File: config.mk
export PLATFORM = sky130hd
export DESIGN_NAME = subleq64_loader
export DESIGN_NICKNAME = d
export VERILOG_FILES = /design/src/rtl/subleq64_pkg.sv /design/src/rtl/subleq64_byte_packer.sv /design/src/rtl/subleq64_loader.sv
export SDC_FILE = /design/constraint.sdc
export NUM_CORES = 1
export LEC_CHECK = 0
export CORE_AREA = 4 4 155 157
export CTS_BUF_LIST = sky130_fd_sc_hd__clkbuf_8
export CTS_CLUSTER_SIZE = 24
export DETAILED_ROUTE_END_ITERATION = 8
export DIE_AREA = 0 0 159 161
export PLACE_DENSITY_LB_ADDON = 0.05
export SLEW_MARGIN = 20
export SYNTH_ARGS = -nofsm -noshare
export SYNTH_HDL_FRONTEND = slang
export SYNTH_HIERARCHICAL = 1
export SYNTH_SLANG_ARGS = --single-unit
File: constraint.sdc
create_clock -name iClock -period 7.05 [get_ports iClock]
set_clock_uncertainty 0.15 [all_clocks]
set_input_delay 2.115 -clock iClock [delete_from_list [all_inputs] [get_ports iClock]]
set_output_delay 2.115 -clock iClock [all_outputs]
set_load 0.005 [all_outputs]
File: src/rtl/subleq64_pkg.sv
// subleq64_pkg: shared memory geometry and loader state encoding for the subleq64 slice
package subleq64_pkg;
    localparam int SUBLEQ_ADDR_W = 13;
    localparam int SUBLEQ_DATA_W = 64;
    typedef enum logic [2:0] {S_CNT_LO, S_CNT_HI, S_DATA, S_CSUM, S_DONE, S_ERR} loader_state_t;
endpackage

File: src/rtl/subleq64_byte_packer.sv
// subleq64_byte_packer: gathers little-endian bytes into a DATA_W word
//  iClock/iReset  clock, synchronous active-high reset
//  data, take     byte and its accept strobe
//  word           completed word, valid in the cycle of the last lane's byte
//  word_valid     combinational pulse with the last lane's byte
module subleq64_byte_packer
    import subleq64_pkg::*;
#(
    parameter int DATA_W = SUBLEQ_DATA_W
) (
    input  logic              iClock,
    input  logic              iReset,
    input  logic [7:0]        data,
    input  logic              take,
    output logic [DATA_W-1:0] word,
    output logic              word_valid
);
    localparam int LANES = DATA_W / 8;
    localparam int LW = LANES > 1 ? $clog2(LANES) : 1;
    logic [LW-1:0] lane;
    logic [DATA_W-9:0] asm_q;
    logic last;
    assign last = lane == LW'(LANES - 1);
    // the top lane is never stored: it goes straight into the word beside the held lanes
    assign word = {data, asm_q};
    assign word_valid = take && last;
    always_ff @(posedge iClock) begin
        if (iReset) begin
            lane <= '0;
            asm_q <= '0;
        end else if (take) begin
            lane <= last ? '0 : lane + 1'b1;
            if (!last) asm_q[{lane, 3'b000} +: 8] <= data;
        end
    end
endmodule

File: src/rtl/subleq64_loader.sv
// subleq64_loader: streams a checksummed byte image into program memory, holding the core in reset
//  iClock/iReset          clock, synchronous active-high reset
//  iByte/iByteValid       stream byte and valid; oByteReady accepts it
//  oMemAddr/Data/We       program memory write port, one-cycle We per word
//  oCoreReset             holds the core in reset until the image is verified
//  oDone/oError           image verified / load aborted
module subleq64_loader
    import subleq64_pkg::*;
#(
    parameter int ADDR_W = SUBLEQ_ADDR_W,
    parameter int DATA_W = SUBLEQ_DATA_W
) (
    input  logic              iClock,
    input  logic              iReset,
    input  logic [7:0]        iByte,
    input  logic              iByteValid,
    output logic              oByteReady,
    output logic [ADDR_W-1:0] oMemAddr,
    output logic [DATA_W-1:0] oMemData,
    output logic              oMemWe,
    output logic              oCoreReset,
    output logic              oDone,
    output logic              oError
);
    localparam logic [16:0] MAX_N = 17'(2 ** ADDR_W);
    loader_state_t state;
    logic [7:0] cnt_lo, csum;
    logic [15:0] cnt, wcnt;
    logic [DATA_W-1:0] word;
    logic word_valid, take;
    assign take = iByteValid && oByteReady;
    subleq64_byte_packer #(.DATA_W(DATA_W)) packer (
        .iClock(iClock),
        .iReset(iReset),
        .data(iByte),
        .take(take && state == S_DATA),
        .word(word),
        .word_valid(word_valid)
    );
    always_ff @(posedge iClock) begin
        if (iReset) begin
            state <= S_CNT_LO;
            oByteReady <= 1'b1;
            oMemWe <= 1'b0;
            oMemAddr <= '0;
            oMemData <= '0;
            oCoreReset <= 1'b1;
            oDone <= 1'b0;
            oError <= 1'b0;
            cnt_lo <= '0;
            csum <= '0;
            cnt <= '0;
            wcnt <= '0;
        end else begin
            oMemWe <= word_valid;
            if (word_valid) begin
                oMemData <= word;
                oMemAddr <= wcnt[ADDR_W-1:0];
                wcnt <= wcnt + 16'd1;
            end
            if (take) begin
                csum <= csum ^ iByte;
                case (state)
                    S_CNT_LO: begin
                        cnt_lo <= iByte;
                        state <= S_CNT_HI;
                    end
                    S_CNT_HI: begin
                        cnt <= {iByte, cnt_lo};
                        if ({1'b0, iByte, cnt_lo} > MAX_N) begin
                            state <= S_ERR;
                            oByteReady <= 1'b0;
                            oError <= 1'b1;
                        end else begin
                            state <= {iByte, cnt_lo} == 16'd0 ? S_CSUM : S_DATA;
                        end
                    end
                    S_DATA: if (word_valid && wcnt == cnt - 16'd1) state <= S_CSUM;
                    S_CSUM: begin
                        oByteReady <= 1'b0;
                        if ((csum ^ iByte) == 8'd0) begin
                            state <= S_DONE;
                            oCoreReset <= 1'b0;
                            oDone <= 1'b1;
                        end else begin
                            state <= S_ERR;
                            oError <= 1'b1;
                        end
                    end
                    default: ;
                endcase
            end
        end
    end
endmodule

==> metrics.md, run 1 <==
| Metric | Value |
|---|---|
| Status | `completed` |
| Max Fclk | `192 MHz` |
| Largest net degree at the start of global routing | `99` |
| Layout cells sized above 1 | `6.35%` |
| Maximum VDD drop | `107 uV` |
| Internal power | `1.46 mW` |
| Predominant post-synthesis flop cell | `dfxtp_1` |
| Drt drc | `0` |
| Setup Buffers After CTS | `0` |
| Power share of the clock group | `37.0%` |
| Yosys warning count | `6` |
| Vias/cell | `5.07` |
| Hold Vio Cnt, Final | `0` |
| Crit Path Class | `primary input to flip-flop` |
| Worst path most repeated cell | `or4_1` |
| Crit-path max cell delay | `520 ps` |
| Synth unique cells | `61` |
| DRT iter0 DRCs | `301` |
| Syn Std Cell Area | `8270 um^2` |
| Yosys reg bits | `192` |
| Post-synth top area share | `46.5%` |
| Final Cycle Share | `74.0%` |
| Non-filler cells, final | `1230` |
| Final WL | `20.7 mm` |
| PwrDens | `205 nW/um^2` |
| Tot Pwr | `1.98 mW` |
| PortBufs | `92` |
| Worst reg2reg path depth | `9` |
| Combinational power share | `6.8%` |
| Root buffer cell | `clkbuf_8` |
| Worst R2R End | `state[0]` |
| Synth area leader | `dfxtp_1` |
| First-pass GRT wire length | `33.6 mm` |
| R2r startpoint | `packer/lane[0]` |
| TritonCTS buffer count | `17` |
| WP data required | `7290 ps` |
| Effective utilization at floorplan | `36.8%` |
| DR WL/cell | `16.9 um` |
| Post-Synth Adder-Cell Area | `1.06%` |
| Worst Hold Class | `flip-flop to flip-flop` |
| Longest Clk Path Bufs | `2` |
| TritonRoute pass-1 iters | `4` |
| Compound-Gate Fraction of Synth Area | `6.76%` |
| Fillers | `2211` |
| Family with the most delay on the worst path | `simple AND/OR/NAND/NOR gates` |
| Slew HR | `35.6%` |
| Die area | `25600 um^2` |
| Slowest-stage cell, CP | `and3b_1` |
| DP Area | `9230 um^2` |
| Die Width | `159 um` |
| ANT cells | `0` |
| Setup ws final | `1830 ps` |
| Synth cell count leaders | `dfxtp_1, nor2_1, mux2i_1, nand2_1, a21oi_1` |
| Pre-CTS setup slack | `1390 ps` |
| Hold-fix buffers, CTS | `0` |
| Top Ports | `93` |
| Max-cap viol count | `0` |
| CTS H-Tree Depth | `4` |
| Grt total ovfl | `0` |
| Vias | `6238` |
| Max Slew Vio Count | `0` |
| Lkg Pwr | `3.39 nW` |
| Final core utilization | `42.8%` |
| GRT Util Overall | `16.1%` |
| Clock tree from TritonCTS | `built` |
| Routed Antenna Nets | `0` |
| Count leader, synth | `dfxtp_1` |
| Critical path capture point type | `flip-flop` |
| Syn avg cell area | `9.35 um^2` |
| Synth Area in XOR/XNOR | `4.87%` |
| Top post-synthesis cells by area | `dfxtp_1, mux2i_1, nor2_1` |
| NumNets Final | `950` |
| Antenna violations before repair | `0` |
| Core ar. | `22500 um^2` |
| Setup TNS | `0 ps` |
| Critical Path Source Type | `primary input` |
| Height of the chip | `161 um` |
| Hold Crit Depth | `2` |
| CTS Sinks | `192` |
| RSZ-0062 raised after global routing | `false` |
| Synth Area in Simple Gates | `21.5%` |
| FFs w/ async S/R, synth | `0%` |
| Switching Share | `26.3%` |
| Critical-path cell list | `clkdlybuf4s50_1, and3b_1, and3b_1, and2_4, nor2b_1, nand3_1, or4_1, or4_1, or4_1, o22ai_2` |
| Sequential power share | `56.2%` |
| Clock Latency Late Sink | `470 ps` |
| Post-CTS Resized | `0` |
| Fin crit period | `5220 ps` |
| Final setup viols | `0` |
| Dpl cells | `1198` |
| Vias in the first global route | `6172` |
| Slack of the worst reg-to-reg path | `3480 ps` |
| HPWL after DPL | `14.0 mm` |
| Post-synthesis mux area share | `14.5%` |
| # rows | `55` |
| WP data arrival | `5460 ps` |
| Final Instance Area | `9630 um^2` |
| GPL Wtd Cong | `0.834` |
| Sw Pwr | `0.520 mW` |
| Hold Path End | `oDone` |
| Syn nets | `903` |
| Worst hold slack | `308 ps` |
| Number of synthesized flops with an enable pin | `0` |
| HP Start | `oDone` |
| Worst-margin pin slew | `966 ps` |
| Clk slew on worst S/H paths | `100 ps` |
| Largest family of logic cells by synthesized area | `simple AND/OR/NAND/NOR gates` |
| Crit-path max FO | `13` |
| Layout area overhead | `16.4%` |
| CP Buf/Inv Count | `1` |
| Sequential area share after synthesis | `46.5%` |
| Cells after Synth | `885` |
worst reg2reg max path: stages (launching register included):
cell and delay (ps):
dfxtp_1 590, ha_1 220, ha_1 460, and2_4 230
nor2b_1 170, nand3_1 110, or4_1 500, or4_1 470
or4_1 520, o22ai_2 90
area by class of cell:
| type | instances | area, um^2 | area share (%) |
|---|---|---|---|
| repair buffers | 98 | 963 | 10.0 |
| clock buffers | 18 | 248 | 2.57 |
| inverters | 9 | 33.8 | 0.351 |
| well taps | 285 | 357 | 3.70 |
| multi-input cells | 614 | 4040 | 41.9 |
| flip-flops and latches | 192 | 3840 | 39.9 |
| clock inverters | 14 | 146 | 1.52 |
flip-flops by register name, summed over array words and instances (netlist names):
name / flops
wcnt: 16
cnt_lo: 8
packer/lane: 3
oDone: 1
oMemAddr: 13
csum: 8
cnt: 16
oMemData: 64
packer/asm_q: 56
state: 3
oError: 1
oByteReady: 1
oMemWe: 1
oCoreReset: 1
worst max path at each step:
| stage | endpoint | from | slack, ps | depth (start not counted) |
|---|---|---|---|---|
| 2_1_floorplan | state[0] | iByteValid | 2240 | 10 |
| 3_3_place_gp | state[0] | iByteValid | 1440 | 10 |
| 3_5_place_dp | state[0] | iByteValid | 1390 | 10 |
| 4_1_cts | state[0] | iByteValid | 1870 | 10 |
| 5_1_grt | state[0] | iByteValid | 1620 | 10 |
| 6_report | state[0] | iByteValid | 1830 | 10 |
per-layer routing:
| layer | track usage (%) | wire length (um) |
|---|---|---|
| met5 | 0 | 0 |
| met4 | 4.26 | 227 |
| met3 | 3.27 | 675 |
| met2 | 27.1 | 10100 |
| met1 | 21.4 | 9790 |
cell families after synthesis:
family,after synthesis
XOR/XNOR,46
adder cells (fa/ha/maj),7
buffers and inverters,79
AO/OA/AOI/OAI,101
multiplexers,120
AND/OR/NAND/NOR,340
flip-flops,192
cells in the final DEF (no fill, tap or decap), types with 7 or more instances in the layout:
cell,count
nand2_1,56
buf_4,7
dfxtp_1,192
nor2_1,124
nand4_1,26
clkdlybuf4s50_1,91
clkbuf_8,18
nand2b_1,44
mux2i_1,119
nor3_1,10
xnor2_1,22
inv_1,10
ha_1,7
a21oi_1,50
xor2_1,24
o21ai_0,33
nand3_1,21
power by group through the flow:
stage | sequential [mW] | clock, mW | combinational, mW
3_3_place_gp | 1.13 | 0 | 0.133
5_1_grt | 1.11 | 0.794 | 0.150
6_report | 1.11 | 0.731 | 0.135
3_5_place_dp | 1.14 | 0 | 0.136
2_1_floorplan | 1.13 | 0 | 0.0996
4_1_cts | 1.11 | 0.756 | 0.137
Power figures use the tool's default switching activity.
==> run 2: changes to the inputs <==
==> constraint.sdc (replaced) <==
create_clock -name iClock -period 4.65 [get_ports iClock]
set_clock_uncertainty 0.15 [all_clocks]
set_input_delay 1.395 -clock iClock [delete_from_list [all_inputs] [get_ports iClock]]
set_output_delay 1.395 -clock iClock [all_outputs]
set_load 0.005 [all_outputs]
==> metrics.md, run 2 (synthesis gave the netlist of run 1 again) <==
| Metric | Value |
|---|---|
| Slack of the worst reg-to-reg path | `1070 ps` |
| CTS H-Tree Depth | `4` |
| Non-filler cells, final | `1238` |
| Slew HR | `40.3%` |
| Antenna violations before repair | `0` |
| Core ar. | `22500 um^2` |
| Slowest-stage cell, CP | `or4_1` |
| DR WL/cell | `16.8 um` |
| Fillers | `2197` |
| Final WL | `20.8 mm` |
| HPWL after DPL | `14.0 mm` |
| Dpl cells | `1206` |
| Metal3 WL | `703 um` |
| Layout area overhead | `17.8%` |
| ANT cells | `0` |
| TritonCTS buffer count | `17` |
| Clock tree from TritonCTS | `built` |
| Max Slew Vio Count | `0` |
| Family with the most delay on the worst path | `simple AND/OR/NAND/NOR gates` |
| Effective utilization at floorplan | `36.8%` |
| Routed length on met2 | `9.97 mm` |
| Clock Latency Late Sink | `460 ps` |
| Crit-path max cell delay | `530 ps` |
| Layout cells sized above 1 | `7.14%` |
| Hold Crit Depth | `2` |
| Final Cycle Share | `88.4%` |
| CTS Sinks | `192` |
| WP data required | `4880 ps` |
| # rows | `55` |
| Max-cap viol count | `0` |
| HP Start | `oDone` |
| Worst R2R End | `state[0]` |
| Fin crit period | `4110 ps` |
| PwrDens | `314 nW/um^2` |
| NumNets Final | `958` |
| Top Ports | `93` |
| Die area | `25600 um^2` |
| Status | `completed` |
| Final setup viols | `0` |
| Root buffer cell | `clkbuf_8` |
| Final Instance Area | `9750 um^2` |
| Grt total ovfl | `0` |
| Setup Buffers After CTS | `0` |
| TritonRoute pass-1 iters | `5` |
| Hold-fix buffers, CTS | `0` |
| Top reg by flops | `oMemData` |
| Critical Path Source Type | `primary input` |
| Clk slew on worst S/H paths | `110 ps` |
| Worst Hold Class | `flip-flop to flip-flop` |
| Lkg Pwr | `3.44 nW` |
| Regs by FF count | `oMemData: 64 flops, packer/asm_q: 56 flops` |
| Final core utilization | `43.3%` |
| GRT Util Overall | `16.0%` |
| DRT iter0 DRCs | `297` |
| Post-CTS Resized | `0` |
| Vias/cell | `5.01` |
| WP data arrival | `4340 ps` |
| Vias in the first global route | `6157` |
| Most common cell after layout, fill and taps aside | `dfxtp_1` |
| Height of the chip | `161 um` |
| Crit-path max FO | `4` |
| Largest net degree at the start of global routing | `203` |
| Drt drc | `0` |
| Max Fclk | `243 MHz` |
| Worst reg2reg path depth | `9` |
| RSZ-0062 raised after global routing | `false` |
| PortBufs | `92` |
| Crit Path Class | `primary input to flip-flop` |
| Setup TNS | `0 ps` |
| Hold Vio Cnt, Final | `0` |
| R2r startpoint | `packer/lane[0]` |
| Commonest non-fill, non-tap cells in the layout | `dfxtp_1, nor2_1, mux2i_1` |
| Critical-path cell list | `clkdlybuf4s50_1, and3b_1, and3b_1, and2_4, nor2b_1, nand3_1, or4_1, or4_1, or4_1, o22ai_2` |
| Routed Antenna Nets | `0` |
| Hold Path End | `oDone` |
| GPL Wtd Cong | `0.814` |
| Critical path capture point type | `flip-flop` |
| Vias | `6202` |
| Worst path most repeated cell | `or4_1` |
| DP Area | `9320 um^2` |
| Top Metal Used | `met4` |
| Die Width | `159 um` |
| First-pass GRT wire length | `33.6 mm` |
| Worst-margin pin slew | `895 ps` |
| Max reg flops | `64` |
| CP Buf/Inv Count | `1` |
| M1 WL | `9.95 mm` |
| Longest Clk Path Bufs | `2` |
| Maximum VDD drop | `180 uV` |
-- run 2: cell count changes in the layout (fill, tap and decap cells not counted), sizes merged --
cell      before  now
clkinvlp       1    2
buf            7   15
clkinv         2    6
bufinv         1    2
inv           19   13
-- run 2: area by class of cell --
type | count | area, um^2 | area share [%]
Sequential cell | 192 | 3840 | 39.4
Tap cell | 285 | 357 | 3.66
Clock buffer | 18 | 248 | 2.54
Inverter | 9 | 33.8 | 0.347
Multi-Input combinational cell | 614 | 4040 | 41.4
Clock inverter | 14 | 179 | 1.84
Timing Repair Buffer | 106 | 1050 | 10.8
-- run 2: routing by layer --
metal  global-route usage (%)  vias up
li1                         -     3135
met1                     21.0     2954
met2                     27.0      103
met3                     3.78       10
met4                     3.75        0
met5                        0        -
-- run 2: stage by stage --
step | hold WS [ps] | worst slack (ps) | power [mW]
final | 318 | 539 | 3.06
after global routing | 353 | 399 | 3.18
after CTS | 329 | 584 | 3.10
after detailed placement | 309 | 81.3 | 1.94
after global placement | 285 | 162 | 1.93
after floorplan | 292 | 555 | 1.87
-- run 2: worst reg2reg max path, cell delays in order (launching register included) --
cell and delay (ps):
dfxtp_1 610, ha_1 230, ha_1 440, and2_4 240, nor2b_1 150, nand3_1 80, or4_1 510, or4_1 470
or4_1 530, o22ai_2 110
-- run 2: worst max path at each step --
stage / to / slack, ps / cells past startpoint / from
3_5_place_dp: state[0] / 80 / 10 / iByteValid
5_1_grt: state[0] / 400 / 10 / iByteValid
2_1_floorplan: state[0] / 560 / 10 / iByteValid
3_3_place_gp: state[0] / 160 / 10 / iByteValid
6_report: state[0] / 540 / 10 / iByteValid
4_1_cts: state[0] / 580 / 10 / iByteValid
-- run 2: report_power, final --
part | internal [mW] | switching (mW) | leakage [nW] | total, mW
combinational | 0.0870 | 0.125 | 1.68 | 0.212
sequential | 1.66 | 0.0193 | 1.55 | 1.68
clock | 0.513 | 0.647 | 0.209 | 1.16
==> run 3: changes to the inputs <==
--- a/config.mk
+++ b/config.mk
@@ -5,6 +5,8 @@
 export SDC_FILE = /design/constraint.sdc
 export NUM_CORES = 1
 export LEC_CHECK = 0
+export CELL_PAD_IN_SITES_DETAIL_PLACEMENT = 1
+export CELL_PAD_IN_SITES_GLOBAL_PLACEMENT = 1
 export CORE_AREA = 4 4 155 157
 export CTS_BUF_LIST = sky130_fd_sc_hd__clkbuf_8
 export CTS_CLUSTER_SIZE = 24
==> metrics.md, run 3 (synthesis gave the netlist of run 1 again) <==
| Metric | Value |
|---|---|
| Status | `completed` |
| Layout cells sized above 1 | `7.23%` |
| Post-CTS Resized | `0` |
| TritonRoute pass-1 iters | `4` |
| Slew HR | `42.8%` |
| Final Cycle Share | `88.5%` |
| Top Ports | `93` |
| Clock tree from TritonCTS | `built` |
| Worst Hold Class | `flip-flop to flip-flop` |
| Clk slew on worst S/H paths | `100 ps` |
| CP Buf/Inv Count | `1` |
| Critical path capture point type | `flip-flop` |
| M1 WL | `10.7 mm` |
| ANT cells | `0` |
| CTS Sinks | `192` |
| Hold Crit Depth | `2` |
| Final core utilization | `43.3%` |
| Fin crit period | `4110 ps` |
| Pre-CTS setup slack | `74.6 ps` |
| Critical-path cell list | `clkdlybuf4s50_1, and3b_1, and3b_1, and2_4, nor2b_1, nand3_1, or4_1, or4_1, or4_1, o22ai_2` |
| R2r startpoint | `packer/lane[0]` |
| WP data required | `4880 ps` |
| GPL Wtd Cong | `0.774` |
| Crit-path max FO | `4` |
| Max Fclk | `243 MHz` |
| Lkg Pwr | `3.44 nW` |
| WP data arrival | `4350 ps` |
| Max reg flops | `64` |
| Vias in the first global route | `6657` |
| Effective utilization at floorplan | `36.8%` |
| HP Start | `oDone` |
| Routed length on met2 | `11.3 mm` |
| Combinational power share | `7.3%` |
| HPWL after DPL | `15.5 mm` |
| Non-filler cells, final | `1239` |
| Worst-margin pin slew | `846 ps` |
| Crit-path max cell delay | `530 ps` |
| First-pass GRT wire length | `37.1 mm` |
| Top reg by flops | `oMemData` |
| Regs by FF count | `oMemData: 64 flops, packer/asm_q: 56 flops` |
| Slack of the worst reg-to-reg path | `1010 ps` |
| Crit Path Class | `primary input to flip-flop` |
| Commonest non-fill, non-tap cells in the layout | `dfxtp_1, nor2_1, mux2i_1` |
| CP Depth | `10` |
| Slowest-stage cell, CP | `or4_1` |
| Dpl cells | `1207` |
| Sequential power share | `56.0%` |
| Largest net degree at the start of global routing | `203` |
| Max Slew Vio Count | `0` |
| Family with the most delay on the worst path | `simple AND/OR/NAND/NOR gates` |
| Critical Path Source Type | `primary input` |
| Setup ws final | `537 ps` |
| TritonCTS buffer count | `17` |
| Root buffer cell | `clkbuf_8` |
| Setup Buffers After CTS | `0` |
| Clock Latency Late Sink | `460 ps` |
| Drt drc | `0` |
| Metal3 WL | `532 um` |
| Power share of the clock group | `36.7%` |
| Internal power | `2.17 mW` |
| Antenna violations before repair | `0` |
| # rows | `55` |
| Worst reg2reg path depth | `9` |
| Sw Pwr | `0.833 mW` |
| RSZ-0062 raised after global routing | `false` |
| Worst R2R End | `state[0]` |
| NumNets Final | `959` |
| PwrDens | `309 nW/um^2` |
| Final setup viols | `0` |
| Switching Share | `27.7%` |
| Routed Antenna Nets | `0` |
| Setup TNS | `0 ps` |
| Maximum VDD drop | `173 uV` |
| Most common cell after layout, fill and taps aside | `dfxtp_1` |
| Hold Path End | `oDone` |
| PortBufs | `92` |
| Grt total ovfl | `0` |
| Die area | `25600 um^2` |
| Vias/cell | `5.12` |
| Core ar. | `22500 um^2` |
| DR WL/cell | `18.3 um` |
| Final WL | `22.7 mm` |
| Layout area overhead | `17.7%` |
| Longest Clk Path Bufs | `2` |
| Die Width | `159 um` |
| Max-cap viol count | `0` |
| DRT iter0 DRCs | `301` |
| Hold Vio Cnt, Final | `0` |
| Height of the chip | `161 um` |
| Hold-fix buffers, CTS | `0` |
| CTS H-Tree Depth | `4` |
| Vias | `6346` |
| Worst path most repeated cell | `or4_1` |
| GRT Util Overall | `17.9%` |
| Top Metal Used | `met4` |
-- run 3: cell count changes in the layout (fill, tap and decap cells not counted), sizes merged --
| cell | change |
|---|---|
| bufinv | -2 |
| clkinv | +1 |
| clkinvlp | -2 |
| buf | +1 |
| inv | +3 |
-- run 3: per-stage QoR --
| step | hold slack, ps | power (mW) | instance area, um^2 |
|---|---|---|---|
| after floorplan | 292 | 1.87 | 8270 |
| after global placement | 283 | 1.94 | 9330 |
| after detailed placement | 302 | 1.94 | 9330 |
| after CTS | 324 | 3.06 | 9740 |
| after global routing | 328 | 3.15 | 9740 |
| final | 315 | 3.01 | 9740 |
-- run 3: worst min-delay path, delay by kind of cell (launching register included) --
| kind | cells | cell delay [ps] |
|---|---|---|
| DFF | 1 | 320 |
| AOI/OAI and AO/OA | 1 | 50 |
| buffers and inverters | 1 | 50 |
-- run 3: worst max-delay path by stage --
stage | endpoint | startpoint
4_1_cts | state[0] | iByteValid
3_3_place_gp | state[0] | iByteValid
6_report | state[0] | iByteValid
2_1_floorplan | state[0] | iByteValid
3_5_place_dp | state[0] | iByteValid
5_1_grt | state[0] | iByteValid
-- run 3: final cells by class --
type                            instances  area [um^2]
Clock inverter                         14          161
Inverter                                9         33.8
Clock buffer                           18          248
Fill cell                            2554        12800
Sequential cell                       192         3840
Multi-Input combinational cell        614         4040
Timing Repair Buffer                  107         1060
Tap cell                              285          357
-- run 3: metal layers --
metal,vias to the layer above,track usage (%)
met5,-,0
met4,0,3.63
met3,13,3.22
met2,88,30.7
met1,3120,23.7
li1,3125,-
-- run 3: power groups by stage --
stage	Combinational (mW)	Clock [mW]	Sequential, mW
4_1_cts	0.222	1.15	1.69
5_1_grt	0.241	1.22	1.69
6_report	0.219	1.10	1.69
3_5_place_dp	0.221	0	1.72
3_3_place_gp	0.216	0	1.72
2_1_floorplan	0.151	0	1.72
